[src/rtl/uart_pkg.sv]
`default_nettype none
// ============================================================================
//  Module      : uart_pkg
//  Description : Shared definitions for the UART transmitter and receiver:
//                frame state encoding, parity-select encoding and the
//                clocks-per-bit helper used to size the baud counters.
//  Revision    : 1.0 - initial release
// ============================================================================
package uart_pkg;

    // Frame phases, in line order. uart_rx walks the same sequence.
    typedef enum logic [2:0] {
        TX_IDLE   = 3'd0,
        TX_START  = 3'd1,
        TX_DATA   = 3'd2,
        TX_PARITY = 3'd3,
        TX_STOP   = 3'd4
    } tx_state_t;

    // Encoding of the parity_sel input.
    localparam logic PARITY_EVEN = 1'b0;
    localparam logic PARITY_ODD  = 1'b1;

    // Whole system clocks per line bit. Truncation is deliberate: the
    // residual error is bounded per bit because counters reload each bit.
    function automatic int clks_per_bit(input int clk_hz, input int baud);
        return clk_hz / baud;
    endfunction

endpackage
`default_nettype wire

[src/rtl/uart_baud_tick.sv]
`default_nettype none
// ============================================================================
//  Module      : uart_baud_tick
//  Description : Reloadable down-counter producing one tick per bit period.
//                The tick is asserted during the last clock of a bit period,
//                so the owner advances on the edge that ends the bit.
//  Ports       : i_clk    - system clock
//                i_rst_n  - asynchronous active-low reset
//                i_run    - count enable; the counter holds while low
//                i_reload - restart the bit period (has priority over i_run)
//                o_tick   - high in the final clock of each bit period
//  Revision    : 1.0 - initial release
// ============================================================================
module uart_baud_tick #(
    parameter int CLKS_PER_BIT = 16
) (
    input  logic i_clk,
    input  logic i_rst_n,
    input  logic i_run,
    input  logic i_reload,
    output logic o_tick
);

    localparam int c_CNT_W = (CLKS_PER_BIT > 1) ? $clog2(CLKS_PER_BIT) : 1;
    localparam logic [c_CNT_W-1:0] c_RELOAD = c_CNT_W'(CLKS_PER_BIT - 1);

    logic [c_CNT_W-1:0] r_count;

    always_ff @(posedge i_clk or negedge i_rst_n) begin
        if (!i_rst_n) begin
            r_count <= '0;
        end else if (i_reload) begin
            r_count <= c_RELOAD;
        end else if (i_run) begin
            // Self-reload keeps consecutive bit periods exactly equal even
            // when the owner does not request an explicit reload.
            if (r_count == '0) begin
                r_count <= c_RELOAD;
            end else begin
                r_count <= r_count - 1'b1;
            end
        end
    end

    assign o_tick = i_run && (r_count == '0);

endmodule
`default_nettype wire

[src/rtl/uart_tx.sv]
`default_nettype none
// ============================================================================
//  Module      : uart_tx
//  Description : UART transmitter. Accepts one word per valid/ready
//                handshake and serialises it LSB first on an idle-high line:
//                start bit, p_data_bits data bits, optional parity bit,
//                then one or two stop bits.
//  Ports       : clk_i        - system clock
//                rst_n_i      - asynchronous active-low reset
//                enable_i     - gates acceptance of new words only
//                tx_valid_i   - word on tx_data_i is to be sent
//                tx_data_i    - word to send, LSB first
//                tx_ready_o   - a word is accepted this cycle if valid
//                parity_en_i  - insert a parity bit after the data
//                parity_sel_i - 1 odd parity, 0 even parity
//                stop_bits_i  - 0 one stop bit, 1 two stop bits
//                tx_o         - serial line
//                busy_o       - frame in progress
//                done_o       - one-cycle pulse as the frame completes
//  Revision    : 1.0 - initial release
// ============================================================================
module uart_tx
    import uart_pkg::*;
#(
    parameter int p_clk_speed_hz = 50_000_000,
    parameter int p_baud_rate    = 9_600,
    parameter int p_data_bits    = 7
) (
    input  logic                   clk_i,
    input  logic                   rst_n_i,
    input  logic                   enable_i,
    input  logic                   tx_valid_i,
    input  logic [p_data_bits-1:0] tx_data_i,
    output logic                   tx_ready_o,
    input  logic                   parity_en_i,
    input  logic                   parity_sel_i,
    input  logic                   stop_bits_i,
    output logic                   tx_o,
    output logic                   busy_o,
    output logic                   done_o
);

    localparam int c_CLKS_PER_BIT = clks_per_bit(p_clk_speed_hz, p_baud_rate);
    localparam int c_IDX_W        = $clog2(p_data_bits);
    localparam logic [c_IDX_W-1:0] c_LAST_IDX = c_IDX_W'(p_data_bits - 1);

    // ------------------------------------------------------------------
    // Elaboration-time configuration checks
    // ------------------------------------------------------------------
    if (c_CLKS_PER_BIT < 2) begin : g_chk_clks_per_bit
        $error("uart_tx: clock/baud ratio must give at least 2 clocks per bit");
    end

    if ((p_data_bits < 5) || (p_data_bits > 8)) begin : g_chk_data_bits
        $error("uart_tx: p_data_bits must lie in 5..8");
    end

    // ------------------------------------------------------------------
    // Registers
    // ------------------------------------------------------------------
    tx_state_t              r_state;
    logic [p_data_bits-1:0] r_shift;        // remaining data, bit 0 on line
    logic [c_IDX_W-1:0]     r_bit_idx;      // data bit currently on line
    logic                   r_parity_bit;   // parity value fixed at accept
    logic                   r_parity_en;
    logic                   r_stop_two;
    logic                   r_stop_second;  // second stop bit in progress
    logic                   r_tx;
    logic                   r_busy;
    logic                   r_done;

    // ------------------------------------------------------------------
    // Handshake and bit timing
    // ------------------------------------------------------------------
    logic w_ready;
    logic w_accept;
    logic w_tick;
    logic w_run;
    logic w_reload;

    // Ready is held low while reset is asserted even though the state
    // register already reads IDLE, so no word is taken during reset.
    assign w_ready  = rst_n_i & enable_i & (r_state == TX_IDLE);
    assign w_accept = tx_valid_i & w_ready;
    assign w_run    = (r_state != TX_IDLE);
    // Restart the bit period on acceptance and on every bit boundary so
    // every bit lasts exactly c_CLKS_PER_BIT clocks.
    assign w_reload = w_accept | w_tick;

    uart_baud_tick #(
        .CLKS_PER_BIT (c_CLKS_PER_BIT)
    ) u_baud_tick (
        .i_clk    (clk_i),
        .i_rst_n  (rst_n_i),
        .i_run    (w_run),
        .i_reload (w_reload),
        .o_tick   (w_tick)
    );

    // ------------------------------------------------------------------
    // Frame state machine with registered line, busy and done outputs
    // ------------------------------------------------------------------
    always_ff @(posedge clk_i or negedge rst_n_i) begin
        if (!rst_n_i) begin
            r_state       <= TX_IDLE;
            r_shift       <= '0;
            r_bit_idx     <= '0;
            r_parity_bit  <= 1'b0;
            r_parity_en   <= 1'b0;
            r_stop_two    <= 1'b0;
            r_stop_second <= 1'b0;
            r_tx          <= 1'b1;
            r_busy        <= 1'b0;
            r_done        <= 1'b0;
        end else begin
            r_done <= 1'b0;

            case (r_state)
                TX_IDLE: begin
                    r_tx <= 1'b1;
                    if (w_accept) begin
                        // Snapshot everything the frame needs; the inputs
                        // are free to change from here on.
                        r_shift       <= tx_data_i;
                        r_parity_bit  <= (^tx_data_i) ^ (parity_sel_i == PARITY_ODD);
                        r_parity_en   <= parity_en_i;
                        r_stop_two    <= stop_bits_i;
                        r_stop_second <= 1'b0;
                        r_bit_idx     <= '0;
                        r_state       <= TX_START;
                        r_tx          <= 1'b0;
                        r_busy        <= 1'b1;
                    end
                end

                TX_START: begin
                    if (w_tick) begin
                        r_state   <= TX_DATA;
                        r_bit_idx <= '0;
                        r_tx      <= r_shift[0];
                    end
                end

                TX_DATA: begin
                    if (w_tick) begin
                        if (r_bit_idx == c_LAST_IDX) begin
                            r_bit_idx <= '0;
                            if (r_parity_en) begin
                                r_state <= TX_PARITY;
                                r_tx    <= r_parity_bit;
                            end else begin
                                r_state       <= TX_STOP;
                                r_stop_second <= 1'b0;
                                r_tx          <= 1'b1;
                            end
                        end else begin
                            r_bit_idx <= r_bit_idx + 1'b1;
                            r_shift   <= r_shift >> 1;
                            // Bit 1 becomes bit 0 after this shift.
                            r_tx      <= r_shift[1];
                        end
                    end
                end

                TX_PARITY: begin
                    if (w_tick) begin
                        r_state       <= TX_STOP;
                        r_stop_second <= 1'b0;
                        r_tx          <= 1'b1;
                    end
                end

                TX_STOP: begin
                    r_tx <= 1'b1;
                    if (w_tick) begin
                        if (r_stop_two && !r_stop_second) begin
                            r_stop_second <= 1'b1;
                        end else begin
                            r_stop_second <= 1'b0;
                            r_state       <= TX_IDLE;
                            r_busy        <= 1'b0;
                            r_done        <= 1'b1;
                        end
                    end
                end

                default: begin
                    r_state <= TX_IDLE;
                    r_tx    <= 1'b1;
                    r_busy  <= 1'b0;
                end
            endcase
        end
    end

    // ------------------------------------------------------------------
    // Outputs
    // ------------------------------------------------------------------
    assign tx_ready_o = w_ready;
    assign tx_o       = r_tx;
    assign busy_o     = r_busy;
    assign done_o     = r_done;

endmodule
`default_nettype wire

[config.mk]
export PLATFORM = sky130hd
export DESIGN_NAME = uart_tx
export DESIGN_NICKNAME = d
export VERILOG_FILES = /design/src/rtl/uart_pkg.sv /design/src/rtl/uart_baud_tick.sv /design/src/rtl/uart_tx.sv
export SDC_FILE = /design/constraint.sdc
export NUM_CORES = 1
export LEC_CHECK = 0
export ABC_AREA = 1
export BUFFER_PORTS_ARGS = -buffer_cell sky130_fd_sc_hd__buf_2
export CORE_AREA = 2 2 71 73
export CTS_CLUSTER_SIZE = 12
export DETAILED_ROUTE_END_ITERATION = 16
export DIE_AREA = 0 0 73 75
export GPL_TIMING_DRIVEN = 0
export PLACE_DENSITY = 0.65
export SLEW_MARGIN = 40
export SYNTH_ARGS = -nofsm -noshare
export SYNTH_HDL_FRONTEND = slang
export SYNTH_SLANG_ARGS = --single-unit
[constraint.sdc]
create_clock -name clk_i -period 1.65 [get_ports clk_i]
set_clock_uncertainty 0.2 [all_clocks]
set_input_delay 0.33 -clock clk_i [delete_from_list [all_inputs] [get_ports clk_i]]
set_output_delay 0.33 -clock clk_i [all_outputs]
set_load 0.02 [all_outputs]
* Word-level counts from Yosys, hierarchy flattened
Cells that the tools add are included.
Cells by class: add/subtract/negate cells 2, $mul 0, div/mod/pow operators 0, magnitude comparators 0, equal/unequal tests 14, shift-type cells 0, mux-type cells 43, bitwise logic cells 6, reductions and logical operators 19
Operators with widths (number):
- 13-bit 2-to-1 mux | 3
- 3-bit 2-to-1 mux | 12
- 7-bit 2-to-1 mux | 3
- 1-bit 2-to-1 mux | 19
- 2-bit != test (second input constant) | 9
- 3-bit one-hot mux with 5 select lines | 1
- 7-bit one-hot mux with 2 select lines | 1
- 7-bit AND reduction | 2
- 13-bit zero test | 1
- 13-bit by 1-bit subtractor with 13-bit output (second input constant) | 1
- 4-bit AND reduction | 3
- 3-bit one-hot mux with 3 select lines | 1
- 1-bit one-hot mux with 4 select lines | 2
- 7-bit XOR reduction | 1
- 3-bit by 2-bit equality test with 1-bit output (second input constant) | 2
- 3-bit equality test (second input constant) | 2
- 3-bit nonzero test | 2
- 2-bit nonzero test | 2
- 4-bit nonzero test | 1
- 3-bit by 1-bit adder with 3-bit output (second input constant) | 1
- 1-bit bitwise AND | 3
- 3-bit by 1-bit equality test with 1-bit output (second input constant) | 1
- 3-bit zero test | 1
- 1-bit one-hot mux with 3 select lines | 1
- other kinds (8) | 9
Word-level totals: bits in registers 33, latch bits 0, memory bits (writable) 0, memory bits (read-only) 0, input port bits 14, memories 0

* Longest topological paths before layout
Gate-level depths: netlist of run 1.
depth in word-level cells 5, mapped depth 10

* By module
A second synthesis of run 1 with hierarchy kept.
Second synthesis, totals: cell total of the unflattened synthesis 314, area total of the unflattened synthesis 2220.9 um2
By module, submodules not included:
- uart_tx | instances 1, cells an instance 192, area each 1347.5 um2
- uart_baud_tick | instances 1, cells an instance 122, area each 873.3 um2

* Worst setup path before layout of run 1
Ideal clock, no wire load.
path kind register to register, start register r_state[1], end register u_baud_tick.r_count[11], library setup time 0.120 ns, arrival time 1.459 ns, required time 1.330 ns, slack -0.129 ns, stages on the path, launching flop included 9, path buffers 0, cells stage by stage dfrtp_1 nor2_4 nand2_4 nor2_2 nand2_2 nand2_4 inv_1 o21ai_0 nor2_1
Between the ends: longest elaborated chain between the ends 5
Ends and longest elaborated chain:
- start, declared | RTL line uart_tx.sv:61 | tx_state_t r_state;
- start signal, assigned | RTL line uart_tx.sv:105 | r_state <= TX_IDLE;
- start signal, assigned | RTL line uart_tx.sv:130 | r_state <= TX_START;
- start signal, assigned | RTL line uart_tx.sv:138 | r_state <= TX_DATA;
- 3-bit zero test (*) | RTL line uart_tx.sv:83 | assign w_ready = rst_n_i & enable_i & (r_state == TX_IDLE);
- 1-bit bitwise AND (*) | RTL line uart_tx.sv:83
- net tx_ready_o | RTL line uart_tx.sv:34 | output logic tx_ready_o,
- 1-bit bitwise AND (*) | RTL line uart_tx.sv:84 | assign w_accept = tx_valid_i & w_ready;
- 1-bit OR (*) | RTL line uart_tx.sv:88 | assign w_reload = w_accept | w_tick;
- 13-bit 2-to-1 mux / 2-bit nonzero test (equally long branches)
- end signal, assigned | RTL line uart_baud_tick.sv:33 | r_count <= c_RELOAD;
- end signal, assigned | RTL line uart_baud_tick.sv:38 | r_count <= c_RELOAD;
- end signal, assigned | RTL line uart_baud_tick.sv:40 | r_count <= r_count - 1'b1;
- end, declared | RTL line uart_baud_tick.sv:27 | logic [c_CNT_W-1:0] r_count;
Mark *: on every way through the listed nets, which the timed path passes. The rest lies on a longest branch. A chain may end at the register's enable or synchronous reset.

* Final worst setup path of run 1
start register u_baud_tick.r_count[8], end register r_shift[2]
Between the ends: longest elaborated chain between the ends 4
Ends and longest elaborated chain:
- 13-bit zero test | RTL line uart_baud_tick.sv:45 | assign o_tick = i_run && (r_count == '0);
- 1-bit logical AND | RTL line uart_baud_tick.sv:45
- 2-bit != test (no line)
- 4-bit AND reduction (no line)
- end signal, assigned | RTL line uart_tx.sv:124 | r_shift <= tx_data_i;
- end signal, assigned | RTL line uart_tx.sv:158 | r_shift <= r_shift >> 1;
- end, declared | RTL line uart_tx.sv:62 | logic [p_data_bits-1:0] r_shift;
No other way between the ends.

==> results.ini, run 1 <==
[setup_path]
cp_data_arrival_time_ps = 1820
launch_point_of_the_critical_path = u_baud_tick.r_count[8]
endpoint_kind = flop
critPathLaunchType = flop
critical_path_class = flop to flop
critical_path.max_fanout = 5
cp_data_required_time_ps = 1630
reg2reg_from = u_baud_tick.r_count[8]

[routing]
totalWireLength_um = 5460
first_pass_iters = 4
wire_per_inst_um = 14.1
detail_route.iter0.violations = 118
detailroute.via_count = 1982
drtAntennaViolNets = 0
route.detailed.vias_per_inst = 5.12
dr_drc_count = 0

[run]
max-cap-violations = 0

[sta]
period_minus_slack_ps = 1840
finalWorstSetupSlack_ps = -187
relSlewSlack = 0.806
final_min_period_over_clock_period = 1.11
max_slew.worst_pin.slew_ps = 288
setup_viol_count_final = 24
clock.fmax_ghz = 0.544
grt_setup_unrepaired = yes
timing_hold_violations_final = 0
final_max_slew_viol_count = 0

[synth]
combinational_family_with_the_most_area_after_synthesis = simple AND/OR/NAND/NOR gates
synthAdderAreaFrac = 0.0121
yosys-mux-area-fraction = 0.0290
synth_nets = 280
synth-warning-count = 0
synth-seq-cells = 33
synth_xor_xnor_area_share = 0.0254
synth-compound-area-share = 0.124
synthDistinctLibCells = 34
seq_area_frac_synth = 0.400
synth_simple_gate_area_frac = 0.333
post_synth_instance_area_um2 = 2070
postSynthCellCount = 264
avgSynthCellArea_um2 = 7.83

[cts]
cts-root-to-sink-buffers = 2
cts_made_buffers = 5
root_buffer = clkbuf_8
clock-sinks = 33
cts.htree.levels = 2
clock_latency_ps = 290
clk_pin_slew_ps = 70
tritoncts = built

[place]
detailed_place_hpwl_um = 3090
postPlaceCellArea_um2 = 2260
place_worst_setup_slack_ps = -844
place.port_buffers = 17
gp_congestion = 0.837

[layout]
final_cell_mix = 49 x nand2_1, 30 x buf_4, 29 x dfrtp_1
fill_cells = 360
drive_gt1_frac = 0.438
layout.cells.most_common = nand2_1
diodes = 0
final_net_count = 348
flow.area_growth_from_synthesis_pct = 47.7
summed_area_of_non_filler_cells_in_the_final_layout_um2 = 3060

[floorplanning]
dieArea_um2 = 5480
fp-row-count = 25
chipWidth_um = 73
initial_utilization = 0.444
ios = 18
die_extent_in_y_um = 75
core_region_area_um2 = 4660

[global_route]
grt_antenna_before_repair = 0
grt_use_total = 0.202
grt_pass1_wl_um = 8390
globalRoute.totalOverflow = 0
largest_net_degree_at_the_start_of_global_routing = 35
first_global_vias = 1876

[min_path]
timing.hold.worst.start = parity_en_i
hp-class = input pin to flop

[outcome]
outcome = complete, but fails checks
violated_checks = negative setup slack

[power_and_ir_drop]
total_leakage_power_nw = 1.47
cellPowerDensity_nw_per_um2 = 2070
worst_ir_drop_on_vdd_v = 0.00110

## sequential cells by signal, indices dropped and copies added, names as in the netlist
signal / count
r_stop_two: 1
r_state: 3
r_parity_en: 1
r_bit_idx: 3
r_shift: 7
u_baud_tick.r_count: 13
done_o: 1
r_parity_bit: 1
r_stop_second: 1
tx_o: 1
busy_o: 1
## layer usage
metal | share of wire | global-route usage | vias to the layer above
met5 | 0 | 0 | -
met4 | 0.024 | 0.126 | 0
met3 | 0.040 | 0.0442 | 12
met2 | 0.52 | 0.332 | 49
met1 | 0.41 | 0.243 | 933
li1 | - | - | 988
## power by group
group	switching (mW)	leakage, nW	internal (mW)	total (mW)
Clock	0.305	0.0585	0.492	0.798
Combinational	2.14	1.01	1.98	4.12
Sequential	0.254	0.402	1.15	1.40
## path summary, 6_finish.rpt
| path | slack [ps] | cells after the start | to |
|---|---|---|---|
| worst max register to register | -190 | 9 | r_shift[2] |
| worst min-delay path | 90 | 3 | r_parity_en |
| min in group asynchronous | 360 | 3 | u_baud_tick.r_count[4] |
| max in group asynchronous | 640 | 3 | tx_o |
| worst max-delay path | -190 | 9 | r_shift[2] |
| worst min register to register | 270 | 2 | busy_o |
## per-stage QoR
| step | instances | utilization | hold slack [ps] | setup TNS (ps) | total power, mW |
|---|---|---|---|---|---|
| floorplan | 264 | - | -166 | -244 | 3.34 |
| global placement | 335 | 0.486 | 257 | -21340 | 3.80 |
| detailed placement | 335 | 0.486 | 262 | -22200 | 3.84 |
| CTS | 373 | 0.590 | -304 | -1310 | 5.57 |
| global route | 387 | 0.656 | 96.0 | -4270 | 6.73 |
| finish | 387 | 0.656 | 90.6 | -2450 | 6.32 |
## logic make-up (layout without fill, tap and decap cells)
group,Yosys count,in the layout
AO/OA/AOI/OAI,39,39
XOR/XNOR,6,6
buffers and inverters,35,104
flip-flops,33,33
multiplexers,6,6
AND/OR/NAND/NOR,143,143
adder cells (fa/ha/maj),2,2
## area by class of cell
class                      instances  area (um^2)  share of cell area
inverter                          32          125              0.0410
multi-input combinational        196         1320               0.432
clock buffer                       7         86.3              0.0283
tap                               54         67.6              0.0221
sequential                        33          831               0.272
buffer                             3         50.0              0.0164
clock inverter                     1         30.0             0.00983
timing repair buffer              61          544               0.178
## cell usage after synthesis
master / n / area (um^2)
nor3b_2: 2 / 25.0
o22ai_1: 1 / 6.26
nor2_2: 3 / 18.8
dfrtp_1: 32 / 801
o21bai_1: 2 / 15.0
nand3_2: 1 / 10.0
nor3_2: 1 / 10.0
inv_2: 2 / 7.51
nor3b_1: 1 / 7.51
nand4_1: 5 / 31.3
nand2_4: 5 / 56.3
and3_1: 1 / 6.26
a21oi_4: 2 / 32.5
xor2_1: 2 / 17.5
dfstp_2: 1 / 26.3
nor2_1: 34 / 128
nand2_2: 2 / 12.5
o21ai_0: 11 / 55.1
nand3_1: 16 / 80.1
mux2i_1: 6 / 60.1
ha_1: 2 / 25.0
buf_6: 2 / 22.5
nor3_1: 5 / 25.0
nand3b_1: 2 / 15.0
buf_8: 1 / 15.0
inv_1: 30 / 113
a21oi_1: 12 / 60.1
xnor2_1: 4 / 35.0
o21ai_1: 2 / 10.0
a21boi_1: 1 / 7.51
nand2_1: 61 / 229
o21ai_2: 8 / 70.1
nand2b_1: 2 / 12.5
nor2_4: 2 / 22.5
## what timing repair did
item	CTS	global route
pin swaps	16	28
setup buffers	29	11
setup endpoints to repair	33	30
gates resized for setup	26	45
hold endpoints to repair	33	33
cloned	1	1
## worst max-delay path, stage by stage (launching register included)
cell and delay [ps]:
dfrtp_1 430, nor2_1 120, nand2_1 120, nor2_2 170, nand2_4 100, a21oi_4 210
nand2_4 120, buf_8 150, nand2_2 50, o21ai_2 50
No activity file was read; power rests on OpenSTA's default activity.
==> run 2, diff against run 1 <==
- GPL_TIMING_DRIVEN: 0 -> unset
==> run 2 against run 1 <==
  * The run still ends with negative setup slack left
  * Cell count increased by 0.78%
  * Clock power decreased by 19%
  * Cell area decreased by 5.6%
  * Clock-buffer cell count increased by 1
  * Critical path depth decreased by 4
  * Critical endpoint is now tx_ready_o
  * Largest cell class unchanged
==> results.ini, run 2 (same netlist as run 1, synthesis figures left out) <==
[floorplanning]
initial_utilization = 0.444
core_region_area_um2 = 4660
die_extent_in_y_um = 75
ios = 18
chipWidth_um = 73
fp-row-count = 25
dieArea_um2 = 5480

[sta]
final_min_period_over_clock_period = 1.08
max_slew.worst_pin.slew_ps = 448
period_minus_slack_ps = 1780
grt_setup_unrepaired = yes
final_max_slew_viol_count = 0
finalWorstSetupSlack_ps = -126
timing_hold_violations_final = 0
clock.fmax_ghz = 0.563
relSlewSlack = 0.702
setup_viol_count_final = 21

[run]
max-cap-violations = 0

[layout]
max_flop_register = u_baud_tick.r_count
flow.area_growth_from_synthesis_pct = 39.5
drive_gt1_frac = 0.423
layout.cells.non_filler = 390
largest_register_ffs = 13
layout.cells.most_common = nand2_1
final_net_count = 351
final_design_utilization = 0.619
diodes = 0
summed_area_of_non_filler_cells_in_the_final_layout_um2 = 2890
final_cell_mix = 50 x nand2_1, 39 x buf_4, 30 x dfrtp_1
biggestRegsByFlops = u_baud_tick.r_count x13, r_shift x7
fill_cells = 395

[place]
detailed_place_hpwl_um = 3340
place.detailed.instances = 369
place.port_buffers = 17
gp_congestion = 0.839
postPlaceCellArea_um2 = 2510
place_worst_setup_slack_ps = -117

[setup_path]
critPathLaunchType = flop
endpoint_kind = output port
rr_worst_depth = 8
critical_path.max_fanout = 2
reg2reg_to = r_shift[1]
cp_data_arrival_time_ps = 1250
critical_path_class = flop to output port
cp_data_required_time_ps = 1120
reg2reg_from = u_baud_tick.r_count[7]
rrSetupSlack_ps = -110

[outcome]
violated_checks = negative setup slack
outcome = complete, but fails checks

[routing]
drtAntennaViolNets = 0
dr_drc_count = 0
detailroute.via_count = 1960
first_pass_iters = 4
detail_route.iter0.violations = 68
route.detailed.vias_per_inst = 5.03
totalWireLength_um = 5050
wire_per_inst_um = 13.0

[cts]
clock_latency_ps = 290
clk_pin_slew_ps = 70
clock-sinks = 33
cts.htree.levels = 2
cts-root-to-sink-buffers = 2
tritoncts = built
root_buffer = clkbuf_8
cts_made_buffers = 5

[power_and_ir_drop]
total_leakage_power_nw = 1.42
cellPowerDensity_nw_per_um2 = 1930
worst_ir_drop_on_vdd_v = 0.000983
power_mw = 5.57

[global_route]
globalRoute.totalOverflow = 0
first_global_vias = 1850
grt_antenna_before_repair = 0
grt_use_total = 0.199
largest_net_degree_at_the_start_of_global_routing = 34
grt_pass1_wl_um = 8270

[min_path]
timing.hold.worst.start = parity_en_i
hp-class = input pin to flop
worst_hold_path.endpoint = r_parity_en
hold-path-cell-count = 3

-- run 2: stage by stage --
stage | setup TNS (ps) | hold WS (ps)
final | -1560 | 97.0
after floorplan | -244 | -166
after global placement | -458 | 220
after CTS | -1730 | 86.6
after global routing | -3980 | 95.3
after detailed placement | -1030 | 216
-- run 2: worst max-delay path: stages (launching register included) --
cell     delay (ps)
dfrtp_2         420
nor2_4          140
nand2_4          80
buf_6           120
nor2_4           80
buf_6           120
-- run 2: worst max path at each step --
stage / cells after the start / start / to / slack [ps]
after floorplan: 9 / u_baud_tick.r_count[3] / r_shift[2] / -60
after global placement: 8 / u_baud_tick.r_count[7] / r_shift[4] / -60
after detailed placement: 9 / u_baud_tick.r_count[0] / r_shift[0] / -120
after CTS: 5 / r_state[1] / tx_ready_o / -150
after global routing: 9 / u_baud_tick.r_count[0] / r_shift[1] / -200
final: 5 / r_state[0] / tx_ready_o / -130
-- run 2: layout make-up --
cell class | count | area (um^2) | share of cell area
multi-input combinational | 197 | 1270 | 0.441
sequential | 33 | 830 | 0.288
inverter | 32 | 123 | 0.0425
clock buffer | 8 | 90.1 | 0.0312
tap | 54 | 67.6 | 0.0234
timing repair buffer | 66 | 504 | 0.175
-- run 2: timing repair --
item                       CTS  global route
setup endpoints to repair   17            34
hold buffers                 1             0
hold endpoints to repair    32             0
cloned                       1             0
pin swaps                    7            18
buffers inserted             7             4
resized for setup           23            30
-- run 2: layer usage --
layer	vias up	share of wire	global-route usage
li1	997	-	-
met1	920	0.44	0.244
met2	28	0.50	0.341
met3	15	0.029	0.0415
met4	0	0.034	0.0864
met5	-	0	0
-- run 2: where the power goes --
part           internal (mW)  total [mW]  switching [mW]
Clock                  0.341       0.649           0.308
Combinational           1.59        3.57            1.98
Sequential              1.14        1.35           0.207
Total                   3.07        5.57            2.50
